<file path="config.mk">
export PLATFORM = sky130hd
export DESIGN_NAME = logic_unit_pipe
export DESIGN_NICKNAME = d
export VERILOG_FILES = /design/src/rtl/logic_unit_pkg.sv /design/src/rtl/logic_unit_core.sv /design/src/rtl/logic_unit_pipe.sv
export SDC_FILE = /design/constraint.sdc
export NUM_CORES = 1
export LEC_CHECK = 0
export ABC_AREA = 1
export CAP_MARGIN = 20
export CORE_ASPECT_RATIO = 1.4
export CORE_UTILIZATION = 50
export DETAILED_ROUTE_END_ITERATION = 10
export MAX_ROUTING_LAYER = met4
export PLACE_DENSITY = 0.79
export SYNTH_ARGS = -nofsm -noshare
export SYNTH_HDL_FRONTEND = slang
export SYNTH_SLANG_ARGS = --single-unit
</file>
<file path="constraint.sdc">
create_clock -name clk -period 5 [get_ports clk]
set_input_delay 1 -clock clk [delete_from_list [all_inputs] [get_ports clk]]
set_output_delay 1 -clock clk [all_outputs]
set_load 0.05 [all_outputs]
</file>
<file path="src/rtl/logic_unit_pkg.sv">
// ---------------------------------------------------------------------------
// logic_unit_pkg
// Shared types for the pipelined logic unit.
//   op_e        : 3-bit function select (AND .. PASS B)
//   stage_pay_t : payload captured by the first pipeline stage. Operand
//                 fields are MAX_WIDTH wide so one struct serves every
//                 WIDTH; narrower instances zero-extend into it.
// ---------------------------------------------------------------------------
package logic_unit_pkg;

    localparam int MAX_WIDTH = 64;

    typedef enum logic [2:0] {
        OP_AND   = 3'd0,
        OP_OR    = 3'd1,
        OP_NAND  = 3'd2,
        OP_NOR   = 3'd3,
        OP_XOR   = 3'd4,
        OP_XNOR  = 3'd5,
        OP_NOTA  = 3'd6,
        OP_PASSB = 3'd7
    } op_e;

    typedef struct packed {
        logic [MAX_WIDTH-1:0] a;
        logic [MAX_WIDTH-1:0] b;
        op_e                  op;
        logic                 acc;
    } stage_pay_t;

endpackage

</file>
<file path="src/rtl/logic_unit_core.sv">
// ---------------------------------------------------------------------------
// logic_unit_core
// Purely combinational bitwise function unit with result flags.
// Ports:
//   op      in   function select
//   a_eff   in   effective operand A (accumulator or external a)
//   b       in   operand B
//   y       out  WIDTH-bit result
//   zero    out  y is all zeros
//   ones    out  y is all ones
//   parity  out  XOR-reduction of y
// ---------------------------------------------------------------------------
module logic_unit_core
    import logic_unit_pkg::*;
#(
    parameter int WIDTH = 8
) (
    input  op_e              op,
    input  logic [WIDTH-1:0] a_eff,
    input  logic [WIDTH-1:0] b,
    output logic [WIDTH-1:0] y,
    output logic             zero,
    output logic             ones,
    output logic             parity
);

    always_comb begin
        y = '0;
        unique case (op)
            OP_AND:   y = a_eff & b;
            OP_OR:    y = a_eff | b;
            OP_NAND:  y = ~(a_eff & b);
            OP_NOR:   y = ~(a_eff | b);
            OP_XOR:   y = a_eff ^ b;
            OP_XNOR:  y = ~(a_eff ^ b);
            OP_NOTA:  y = ~a_eff;
            OP_PASSB: y = b;
            default:  y = '0;
        endcase
    end

    assign zero   = (y == '0);
    assign ones   = &y;
    assign parity = ^y;

endmodule

</file>
<file path="src/rtl/logic_unit_pipe.sv">
// ---------------------------------------------------------------------------
// logic_unit_pipe
// Two-stage valid/ready pipeline around logic_unit_core with an accumulator
// that can stand in for operand A.
// Ports:
//   clk, rst            clock, synchronous active-high reset
//   in_valid/in_ready   input handshake
//   a, b, op, acc       operands, function select, use-accumulator bit
//   acc_clr             load ACC_INIT into the accumulator
//   out_valid/out_ready output handshake
//   y                   result
//   out_zero/ones/parity flags, registered together with y
// ---------------------------------------------------------------------------
module logic_unit_pipe
    import logic_unit_pkg::*;
#(
    parameter int               WIDTH    = 8,
    parameter logic [WIDTH-1:0] ACC_INIT = '0
) (
    input  logic             clk,
    input  logic             rst,
    input  logic             in_valid,
    output logic             in_ready,
    input  logic [WIDTH-1:0] a,
    input  logic [WIDTH-1:0] b,
    input  logic [2:0]       op,
    input  logic             acc,
    input  logic             acc_clr,
    output logic             out_valid,
    input  logic             out_ready,
    output logic [WIDTH-1:0] y,
    output logic             out_zero,
    output logic             out_ones,
    output logic             out_parity
);

    stage_pay_t       s1_pay_d, s1_pay_q;
    logic             s1_valid_d, s1_valid_q;
    logic             out_valid_d, out_valid_q;
    logic [WIDTH-1:0] y_d, y_q;
    logic             zero_d, zero_q;
    logic             ones_d, ones_q;
    logic             parity_d, parity_q;
    logic [WIDTH-1:0] acc_d, acc_q;

    logic [WIDTH-1:0] a_eff;
    logic [WIDTH-1:0] core_y;
    logic             core_zero, core_ones, core_parity;
    logic             s2_adv, s1_xfer, in_accept;

    // in_ready depends only on pipeline state and out_ready, never on in_valid.
    assign s2_adv    = !out_valid_q || out_ready;
    assign s1_xfer   = s1_valid_q && s2_adv;
    assign in_ready  = !s1_valid_q || s2_adv;
    assign in_accept = in_valid && in_ready;

    // Accumulator is read as the beat leaves S1, so it already holds the
    // previous beat's result and back-to-back acc beats chain without a bubble.
    assign a_eff = s1_pay_q.acc ? acc_q : s1_pay_q.a[WIDTH-1:0];

    logic_unit_core #(
        .WIDTH (WIDTH)
    ) u_core (
        .op     (s1_pay_q.op),
        .a_eff  (a_eff),
        .b      (s1_pay_q.b[WIDTH-1:0]),
        .y      (core_y),
        .zero   (core_zero),
        .ones   (core_ones),
        .parity (core_parity)
    );

    // Upper payload bits are constant zero padding for narrow instances.
    if (WIDTH < MAX_WIDTH) begin : g_pad
        logic unused_pad;
        assign unused_pad = ^{s1_pay_q.a[MAX_WIDTH-1:WIDTH],
                              s1_pay_q.b[MAX_WIDTH-1:WIDTH]};
    end

    always_comb begin
        s1_valid_d = s1_valid_q;
        s1_pay_d   = s1_pay_q;
        if (in_accept) begin
            s1_valid_d   = 1'b1;
            s1_pay_d.a   = MAX_WIDTH'(a);
            s1_pay_d.b   = MAX_WIDTH'(b);
            s1_pay_d.op  = op_e'(op);
            s1_pay_d.acc = acc;
        end else if (s1_xfer) begin
            s1_valid_d = 1'b0;
        end
    end

    always_comb begin
        out_valid_d = out_valid_q;
        y_d         = y_q;
        zero_d      = zero_q;
        ones_d      = ones_q;
        parity_d    = parity_q;
        if (s2_adv) begin
            out_valid_d = s1_valid_q;
            if (s1_valid_q) begin
                y_d      = core_y;
                zero_d   = core_zero;
                ones_d   = core_ones;
                parity_d = core_parity;
            end
        end
    end

    // acc_clr has priority over the load from a transferring beat.
    always_comb begin
        acc_d = acc_q;
        if (acc_clr) begin
            acc_d = ACC_INIT;
        end else if (s1_xfer) begin
            acc_d = core_y;
        end
    end

    always_ff @(posedge clk) begin
        if (rst) begin
            s1_valid_q  <= 1'b0;
            s1_pay_q    <= '0;
            out_valid_q <= 1'b0;
            y_q         <= '0;
            zero_q      <= 1'b0;
            ones_q      <= 1'b0;
            parity_q    <= 1'b0;
            acc_q       <= ACC_INIT;
        end else begin
            s1_valid_q  <= s1_valid_d;
            s1_pay_q    <= s1_pay_d;
            out_valid_q <= out_valid_d;
            y_q         <= y_d;
            zero_q      <= zero_d;
            ones_q      <= ones_d;
            parity_q    <= parity_d;
            acc_q       <= acc_d;
        end
    end

    assign out_valid  = out_valid_q;
    assign y          = y_q;
    assign out_zero   = zero_q;
    assign out_ones   = ones_q;
    assign out_parity = parity_q;

endmodule

</file>
* Word-level counts from Yosys, hierarchy flattened
Cells that the tools add are included.
Word-level totals: flip-flop bits (word level) 41, input bits 25, output and inout bits 13, logic and storage cells 42
Cells by class: equal/unequal tests 7, multiplexer cells 4, bitwise operators 7, reduce and logical (&&, ||, !) cells 13
Operators by type and width (number):
- case mux 8 bit (8 select lines) | 1
- inverter 8 bit | 4
- equality test 3 bit, second input constant | 4
- AND 8 bit | 1
- zero test 8 bit | 1
- 2-to-1 mux 8 bit | 1
- OR 8 bit | 1
- AND reduction 8 bit | 1
- parity 8 bit | 1
- bitwise XOR 8 bit | 1
- equality test 3 x 2 -> 1 bit, second input constant | 2
- equality test 3 x 1 -> 1 bit, second input constant | 1
- zero test 3 bit | 1
- logical AND 1 bit | 2
- zero test 1 bit | 2
- logical OR 1 bit | 2
- 2-to-1 mux 1 bit | 2
- AND reduction 2 bit | 1
- nonzero test 2 bit | 1
- OR reduction 2 bit | 1

* Longest topological paths before layout
Gate-level depths: netlist of the first run.
depth after elaboration 5, mapped depth 16

* Modules after synthesis
A second synthesis of the first run with hierarchy kept.
Second synthesis, totals: cell total of the unflattened synthesis 493, area, all modules 3205.6 sq um
Modules (own cells, without submodules):
- logic_unit_pipe | instances 1, cells each 228, area an instance 1709.1 sq um
- logic_unit_core | instances 1, cells each 265, area an instance 1496.4 sq um

* Worst setup path after synthesis of the first run
No wires, ideal clock.
path type input port to output port, from input out_ready, to output in_ready, arrival time 1476 ps, required time 4000 ps, setup slack 2524 ps, cell stages on the path 2, path buffers 0, cell sequence inv_1 nand3_1
Between the ends: cells in the longest elaborated chain, start to end 2
RTL lines:
- start, declared | RTL line logic_unit_pipe.sv:30 | input logic out_ready,
- logical OR 1 bit | RTL line logic_unit_pipe.sv:52 | assign s2_adv = !out_valid_q || out_ready;
- logical OR 1 bit | RTL line logic_unit_pipe.sv:54 | assign in_ready = !s1_valid_q || s2_adv;
- end, declared | RTL line logic_unit_pipe.sv:23 | output logic in_ready,
No other way between the ends.

* Worst setup path after layout of the first run
Ends and elaborated chain as after synthesis.

==> flow_summary.ini, run 1 <==
[hold_path]
hold_path.class = reg2reg

[critical_path]
max_stage_delay_ns = 0.82
cpMostUsedCell = clkdlybuf4s50_1
worstPathArrival_ns = 2.45
slowest_stage = clkdlybuf4s50_1
crit_path_start_kind = input pin
path_class = in2out
path_cells = clkdlybuf4s50_1 -> inv_1 -> nand3_1 -> clkdlybuf4s50_1
crit_fanout = 4
worstPathRequired_ns = 4.00
cp-end-kind = output port

[synthesis]
avgSynthCellArea_um2 = 6.937
synthesis.nets = 431
yosysTopAreaCell = dfxtp_1
synth_edf_count = 0
async_flop_share = 0
synth_common_cells = inv_1 (60), nand2_1 (60), dfxtp_1 (41)
synth_area_um2 = 2650
synthCells = 382
synth_cell_types = 23
synth_area_leaders = dfxtp_1 (31%), ha_1 (11%), inv_1 (8.5%)
yosys_register_bits = 41
yosysWarnings = 0
ys_seq_area_frac = 0.3097
ys.flop_type = dfxtp_1
synth_top_area_share = 0.3097

[die]
die_w_um = 63.53
core_area_um2 = 5120
die_area_um2 = 5600
io_pins = 38
rows = 31
start_util = 0.5176
die_height_um = 88.14

[route]
first_iter_violations = 183
routedWlPerCell_um = 12.92
vias = 2491
dr.pass1.iters = 4
ant_nets = 0
drcViolationCount = 0
viasPerCell = 5.278
wirelength_um = 6100

[cts]
cts_resized = 0
cts_tree = yes
cts.sinks = 41
post_cts_buffers = 0
clock_latency_ns = 0.29
path_clk_slew_ns = 0.07
htreeDepth = 2
cts_inserted_buffers = 5
hold_buffers = 0
cts_root_buf = clkbuf_8
clk_path_buf_depth = 2

[sta]
setup_ws_ns = 1.551
post-route-period-util = 0.6898
relSlewSlack = 0.3493
fin_skew_ns = 0.007832
rsz0062_at_grt = false
clock.fmax_mhz = 289.9
post-route-min-period_ns = 3.449
timing.final.hold_violations = 0
worst_pin_slew_ns = 0.9747
final_max_slew_viol_count = 0
setup_violations = 0
tns_ns = 0

[place]
pre_cts_slack_ns = 1.544
globalplace.congestion = 0.8097
io_buffers = 37
dp.cells = 464
dp_hpwl_um = 4405

[run_status]
outcome = finished, final reports clean

[pwr]
powerDensity_nw_per_um2 = 268.0
vdd_ir_drop_max_mv = 0.2627
fin_total_pwr_mw = 0.8290
p_leak_nw = 1.404

[cells_and_area]
num_antenna_cells = 0
fin_util = 0.6041
nets = 455
fin_cells = 472
regArea_um2 = 820.8
nFillCells = 492
area_growth_pct = 16.71
multiInputGateArea_um2 = 1469
drive_gt1_frac = 0.07882

[run]
max_cap_violations = 0

[grt]
antenna_found_initial = 0
grt_pass1_wl_um = 9970
gr-total-overflow = 0
grt.total_usage = 0.2312
grt_max_degree = 41
grt_pass1_vias = 2258
[final timing paths]
| check | from | end | slack (ns) | depth (start not counted) |
|---|---|---|---|---|
| worst max-delay path | out_ready | in_ready | 1.55 | 4 |
| worst min register to register | s1_pay_q[73] | s1_pay_q[73] | 0.45 | 2 |
| worst max register to register | s1_pay_q[2] | out_parity | 2.16 | 12 |
| worst min-delay path | s1_pay_q[73] | s1_pay_q[73] | 0.45 | 2 |
[layout by cell type, fill, tap and decap left out, drive strengths merged]
master          n
nand2          67
inv            63
dfxtp          41
a21oi          40
clkdlybuf4s50  37
nand3          34
o21ai          31
nor2           30
nand4          26
ha             24
clkbuf          7
xnor2           2
nor3            1
xor2            1
or2             1
buf             1
[kinds of logic (layout without fill, tap and decap cells)]
family | count (synthesis) | count (layout) | share of synthesized area
AOI/OAI and AO/OA | 71 | 71 | 0.1355
xor gates and xnor gates | 3 | 3 | 0.009917
adders and majority gates | 24 | 24 | 0.1133
buffers and inverters | 84 | 108 | 0.1360
DFF | 41 | 41 | 0.3097
and+or+nand+nor | 159 | 159 | 0.2956
[layer usage]
layer / global-route usage / vias to the layer above / part of all wire
met5: - / - / 0
met4: 0.09711 / 0 / 0.018
met3: 0.03255 / 8 / 0.040
met2: 0.4052 / 61 / 0.51
met1: 0.2609 / 1135 / 0.43
li1: - / 1287 / -
[final cells by class]
type                    count  area share
clock buffers               7     0.02791
inverters                  63     0.07646
multi-input cells         257      0.4749
flip-flops and latches     41      0.2654
well taps                  66     0.02670
repair buffers             38      0.1286
[sequential cells by signal, indices dropped and copies added, names as in the netlist]
register	count
out_valid	1
y	8
acc_q	8
s1_valid_q	1
out_ones	1
s1_pay_q	20
out_zero	1
out_parity	1
[worst max-delay path, delay by kind of cell]
| family | cells | cell delay [ns] |
|---|---|---|
| simple gates | 1 | 0.12 |
| buf+inv | 3 | 1.33 |
[power breakdown]
| group | leakage (nW) | internal, mW | switching [mW] | total [mW] |
|---|---|---|---|---|
| combinational | 1.02 | 0.0956 | 0.144 | 0.240 |
| clock | 0.0443 | 0.110 | 0.108 | 0.217 |
| sequential | 0.337 | 0.347 | 0.0249 | 0.372 |
[per-stage QoR]
| step | hold slack, ns | area, um^2 |
|---|---|---|
| final | 0.4482 | 3093 |
| after global routing | 0.4812 | 3093 |
| after CTS | 0.4554 | 3065 |
| after detailed placement | 0.4452 | 2979 |
| after global placement | 0.4346 | 2979 |
| after floorplan | 0.4238 | 2650 |
Power figures use the tool's default switching activity.
==> run 2: changes to the inputs <==
==> constraint.sdc (replaced) <==
create_clock -name clk -period 3.6 [get_ports clk]
set_input_delay 0.72 -clock clk [delete_from_list [all_inputs] [get_ports clk]]
set_output_delay 0.72 -clock clk [all_outputs]
set_load 0.05 [all_outputs]
==> flow_summary.ini, run 2 (synthesized netlist as in run 1, its figures left out) <==
[cells_and_area]
largest_reg_flops = 20
fin_cells = 475
nets = 457
nFillCells = 492
area_growth_pct = 17.47
num_antenna_cells = 0
fin_util = 0.6080
drive_gt1_frac = 0.08557
layout_common_cells = nand2_1 (60), inv_1 (60), dfxtp_1 (41), a21oi_1 (40), clkdlybuf4s50_1 (37)
largest-register = s1_pay_q

[critical_path]
r2r_start = s1_pay_q[2]
timing.rr.end = out_parity
worstPathArrival_ns = 2.17
path_class = in2out
startpoint = out_ready
cp-end-kind = output port
cp-endpoint = in_ready
crit_path_start_kind = input pin
r2r_slack_ns = 0.78
crit_fanout = 4
worstPathRequired_ns = 2.88
reg2reg_depth = 12

[run]
max_cap_violations = 0

[route]
routedWlPerCell_um = 12.91
viasPerCell = 5.318
dr.pass1.iters = 4
ant_nets = 0
vias = 2526
first_iter_violations = 154
drcViolationCount = 0
wirelength_um = 6130

[cts]
hold_buffers = 0
htreeDepth = 2
cts_resized = 0
cts_root_buf = clkbuf_8
post_cts_buffers = 0
clock_latency_ns = 0.30
cts_inserted_buffers = 5
cts.sinks = 41
path_clk_slew_ns = 0.08
cts_tree = yes
clk_path_buf_depth = 2

[die]
io_pins = 38
die_area_um2 = 5600
die_w_um = 63.53
rows = 31
die_height_um = 88.14
core_area_um2 = 5120
start_util = 0.5176

[grt]
grt_pass1_vias = 2283
gr-total-overflow = 0
grt_max_degree = 41
grt.total_usage = 0.2318
grt_pass1_wl_um = 9984
antenna_found_initial = 0

[sta]
post-route-min-period_ns = 2.890
setup_violations = 0
post-route-period-util = 0.8027
worst_hold_slack_ns = 0.4515
relSlewSlack = 0.3358
fin_skew_ns = 0.004656
final_max_slew_viol_count = 0
tns_ns = 0
timing.final.hold_violations = 0
rsz0062_at_grt = false
clock.fmax_mhz = 346.0
worst_pin_slew_ns = 0.9949

[run_status]
outcome = finished, final reports clean

[place]
globalplace.congestion = 0.8667
dp_hpwl_um = 4371
dp.cells = 467
io_buffers = 37

[pwr]
fin_total_pwr_mw = 1.227
vdd_ir_drop_max_mv = 0.3138
powerDensity_nw_per_um2 = 394.1
p_leak_nw = 1.416

[hold_path]
hold_path.class = reg2reg
run 2: changes by cell type in the layout (fill, tap and decap cells not counted), sizes merged:
cell / before / now
buf: 1 / 3
bufinv: 0 / 1
clkinv: 0 / 1
clkbuf: 7 / 6
run 2: layer usage:
layer	global-route usage	up-vias	share of wire	wire length, um
met5	-	-	0	0
met4	0.07438	0	0.016	100
met3	0.03776	10	0.032	198
met2	0.4246	51	0.53	3225
met1	0.2522	1172	0.43	2606
li1	-	1293	-	-
run 2: worst min-delay path by stage:
stage	start	end	slack [ns]	depth (start not counted)
6_report	s1_pay_q[75]	s1_pay_q[75]	0.45	2
5_1_grt	s1_pay_q[72]	s1_pay_q[72]	0.47	2
4_1_cts	s1_pay_q[72]	s1_pay_q[72]	0.45	2
3_5_place_dp	s1_pay_q[72]	s1_pay_q[72]	0.44	2
3_3_place_gp	s1_pay_q[73]	s1_pay_q[73]	0.44	2
2_1_floorplan	s1_pay_q[70]	s1_pay_q[70]	0.42	2
run 2: power breakdown:
group | leakage (nW) | switching [mW] | internal [mW]
clock | 0.0554 | 0.170 | 0.208
sequential | 0.337 | 0.0352 | 0.482
combinational | 1.02 | 0.200 | 0.131
total | 1.42 | 0.406 | 0.821
run 2: metrics by stage:
stage          area [um^2]  worst slack (ns)
2_1_floorplan         2650             1.346
3_3_place_gp          3002            0.7377
3_5_place_dp          3002            0.7156
4_1_cts               3113            0.7125
5_1_grt               3113            0.5648
6_report              3113            0.7102
run 2: critical path, stage by stage:
cell and delay (ns):
clkdlybuf4s50_1 0.45, inv_1 0.05, nand3_1 0.12, clkdlybuf4s50_1 0.82
run 2: area by class of cell:
cell class | instances | area (um^2) | share of cell area
clock buffer | 6 | 72.57 | 0.02331
clock inverter | 2 | 38.79 | 0.01246
inverter | 63 | 236.5 | 0.07596
multi-input combinational | 257 | 1469 | 0.4719
sequential | 41 | 820.8 | 0.2637
tap | 66 | 82.58 | 0.02653
timing repair buffer | 40 | 392.9 | 0.1262
==> run 3: changes to the inputs <==
==> constraint.sdc (replaced) <==
create_clock -name clk -period 3 [get_ports clk]
set_input_delay 0.6 -clock clk [delete_from_list [all_inputs] [get_ports clk]]
set_output_delay 0.6 -clock clk [all_outputs]
set_load 0.05 [all_outputs]
==> flow_summary.ini, run 3 (synthesized netlist as in run 1, its figures left out) <==
[pwr]
pwr-share-clk = 0.316
vdd_ir_drop_max_mv = 0.3712
p_sw_mw = 0.4909
pwr-share-seq = 0.405
switching_share = 0.3262
p_leak_nw = 1.443
pwr-share-comb = 0.278
powerDensity_nw_per_um2 = 476.0
p_int_mw = 1.014

[die]
die_w_um = 63.53
die_height_um = 88.14
rows = 31
core_area_um2 = 5120
io_pins = 38
start_util = 0.5176
die_area_um2 = 5600

[critical_path]
slowest_stage = dfxtp_1
worstPathRequired_ns = 3.20
crit_path_start_kind = flip-flop
critical-path-top-delay-family = flip-flops
cpMostUsedCell = inv_1
crit_fanout = 17
max_stage_delay_ns = 0.67
cp-end-kind = flip-flop
worstPathArrival_ns = 2.84
path_class = reg2reg
path_cells = nand2_1 -> o21ai_0 -> inv_1 -> ha_1 -> nand3_1 -> nand2_1 -> nor2_1 -> nand3_2 -> inv_1 -> ha_1 -> xnor2_1 -> xnor2_1 -> o21ai_0 -> inv_1
worst-path-buf-inv = 3

[sta]
timing.final.hold_violations = 0
tns_ns = 0
setup_violations = 0
post-route-min-period_ns = 2.646
relSlewSlack = 0.6067
post-route-period-util = 0.8820
fin_skew_ns = 0.004441
worst_pin_slew_ns = 0.5892
final_max_slew_viol_count = 0
rsz0062_at_grt = false
worst_hold_slack_ns = 0.4567
clock.fmax_mhz = 377.9

[grt]
grt_max_degree = 27
antenna_found_initial = 0
gr-total-overflow = 0
grt.total_usage = 0.2531
grt_pass1_wl_um = 10810
grt_pass1_vias = 2399

[cells_and_area]
nFillCells = 492
layout_common_cells = nand2_1 (60), inv_1 (60), dfxtp_1 (41), a21oi_1 (40), clkdlybuf4s50_1 (36)
largest_reg_flops = 20
largest-register = s1_pay_q
fin_cells = 479
fin_util = 0.6175
drive_gt1_frac = 0.09927
area_growth_pct = 19.31
nets = 461
num_antenna_cells = 0

[cts]
cts_inserted_buffers = 5
cts_resized = 0
clock_latency_ns = 0.30
cts.sinks = 41
clk_path_buf_depth = 2
cts_root_buf = clkbuf_8
cts_tree = yes
hold_buffers = 0
post_cts_buffers = 0
htreeDepth = 2
path_clk_slew_ns = 0.08

[route]
wl_met3_um = 259
first_iter_violations = 147
vias = 2548
met2_length_um = 3462
dr.max_layer_used = met4
wirelength_um = 6465
drcViolationCount = 0
wl_met1_um = 2624
ant_nets = 0
routedWlPerCell_um = 13.50
dr.pass1.iters = 4
viasPerCell = 5.319

[place]
dp.cells = 471
globalplace.congestion = 0.9380
dp_hpwl_um = 4742
io_buffers = 37

[run]
max_cap_violations = 0

[hold_path]
hold_path.class = reg2reg

[run_status]
outcome = finished, final reports clean
## run 3: routing by layer
layer  up-vias  global-route usage
met5         -                   -
met4         0             0.09917
met3        14             0.03516
met2        65              0.4536
met1      1166              0.2803
li1       1303                   -
## run 3: layout make-up
type	count	area (um^2)	share of cell area
sequential	41	820.8	0.2596
multi-input combinational	257	1469	0.4646
inverter	63	236.5	0.07479
timing repair buffer	44	432.9	0.1369
clock buffer	6	82.58	0.02612
tap	66	82.58	0.02612
clock inverter	2	37.54	0.01187
## run 3: power by group through the flow
stage | Sequential [mW] | Clock [mW] | Combinational [mW]
detailed placement | 0.622 | 0 | 0.416
finish | 0.610 | 0.476 | 0.419
global placement | 0.621 | 0 | 0.406
floorplan | 0.645 | 0 | 0.272
global route | 0.614 | 0.506 | 0.471
CTS | 0.609 | 0.488 | 0.420
## run 3: final timing paths
| kind | from | endpoint | slack, ns | cells past startpoint |
|---|---|---|---|---|
| worst min-delay path | s1_pay_q[70] | s1_pay_q[70] | 0.46 | 2 |
| worst max-delay path | s1_pay_q[0] | out_parity | 0.35 | 14 |
| worst min register to register | s1_pay_q[70] | s1_pay_q[70] | 0.46 | 2 |
| worst max register to register | s1_pay_q[0] | out_parity | 0.35 | 14 |
## run 3: per-stage QoR
step           area [um^2]  power (mW)  setup slack (ns)
2_1_floorplan         2650      0.9168            0.7464
3_3_place_gp          3042       1.027            0.4179
3_5_place_dp          3042       1.037            0.4040
4_1_cts               3162       1.517            0.3557
5_1_grt               3162       1.591           0.02996
6_report              3162       1.505            0.3540
## run 3: worst register-to-register path, cell delays in order (launching register included)
cell,delay (ns)
dfxtp_1,0.67
nand2_1,0.10
o21ai_0,0.16
inv_1,0.11
ha_1,0.31
nand3_1,0.09
nand2_1,0.06
nor2_1,0.17
nand3_2,0.12
inv_1,0.08
ha_1,0.24
xnor2_1,0.14
xnor2_1,0.12
o21ai_0,0.14
inv_1,0.05
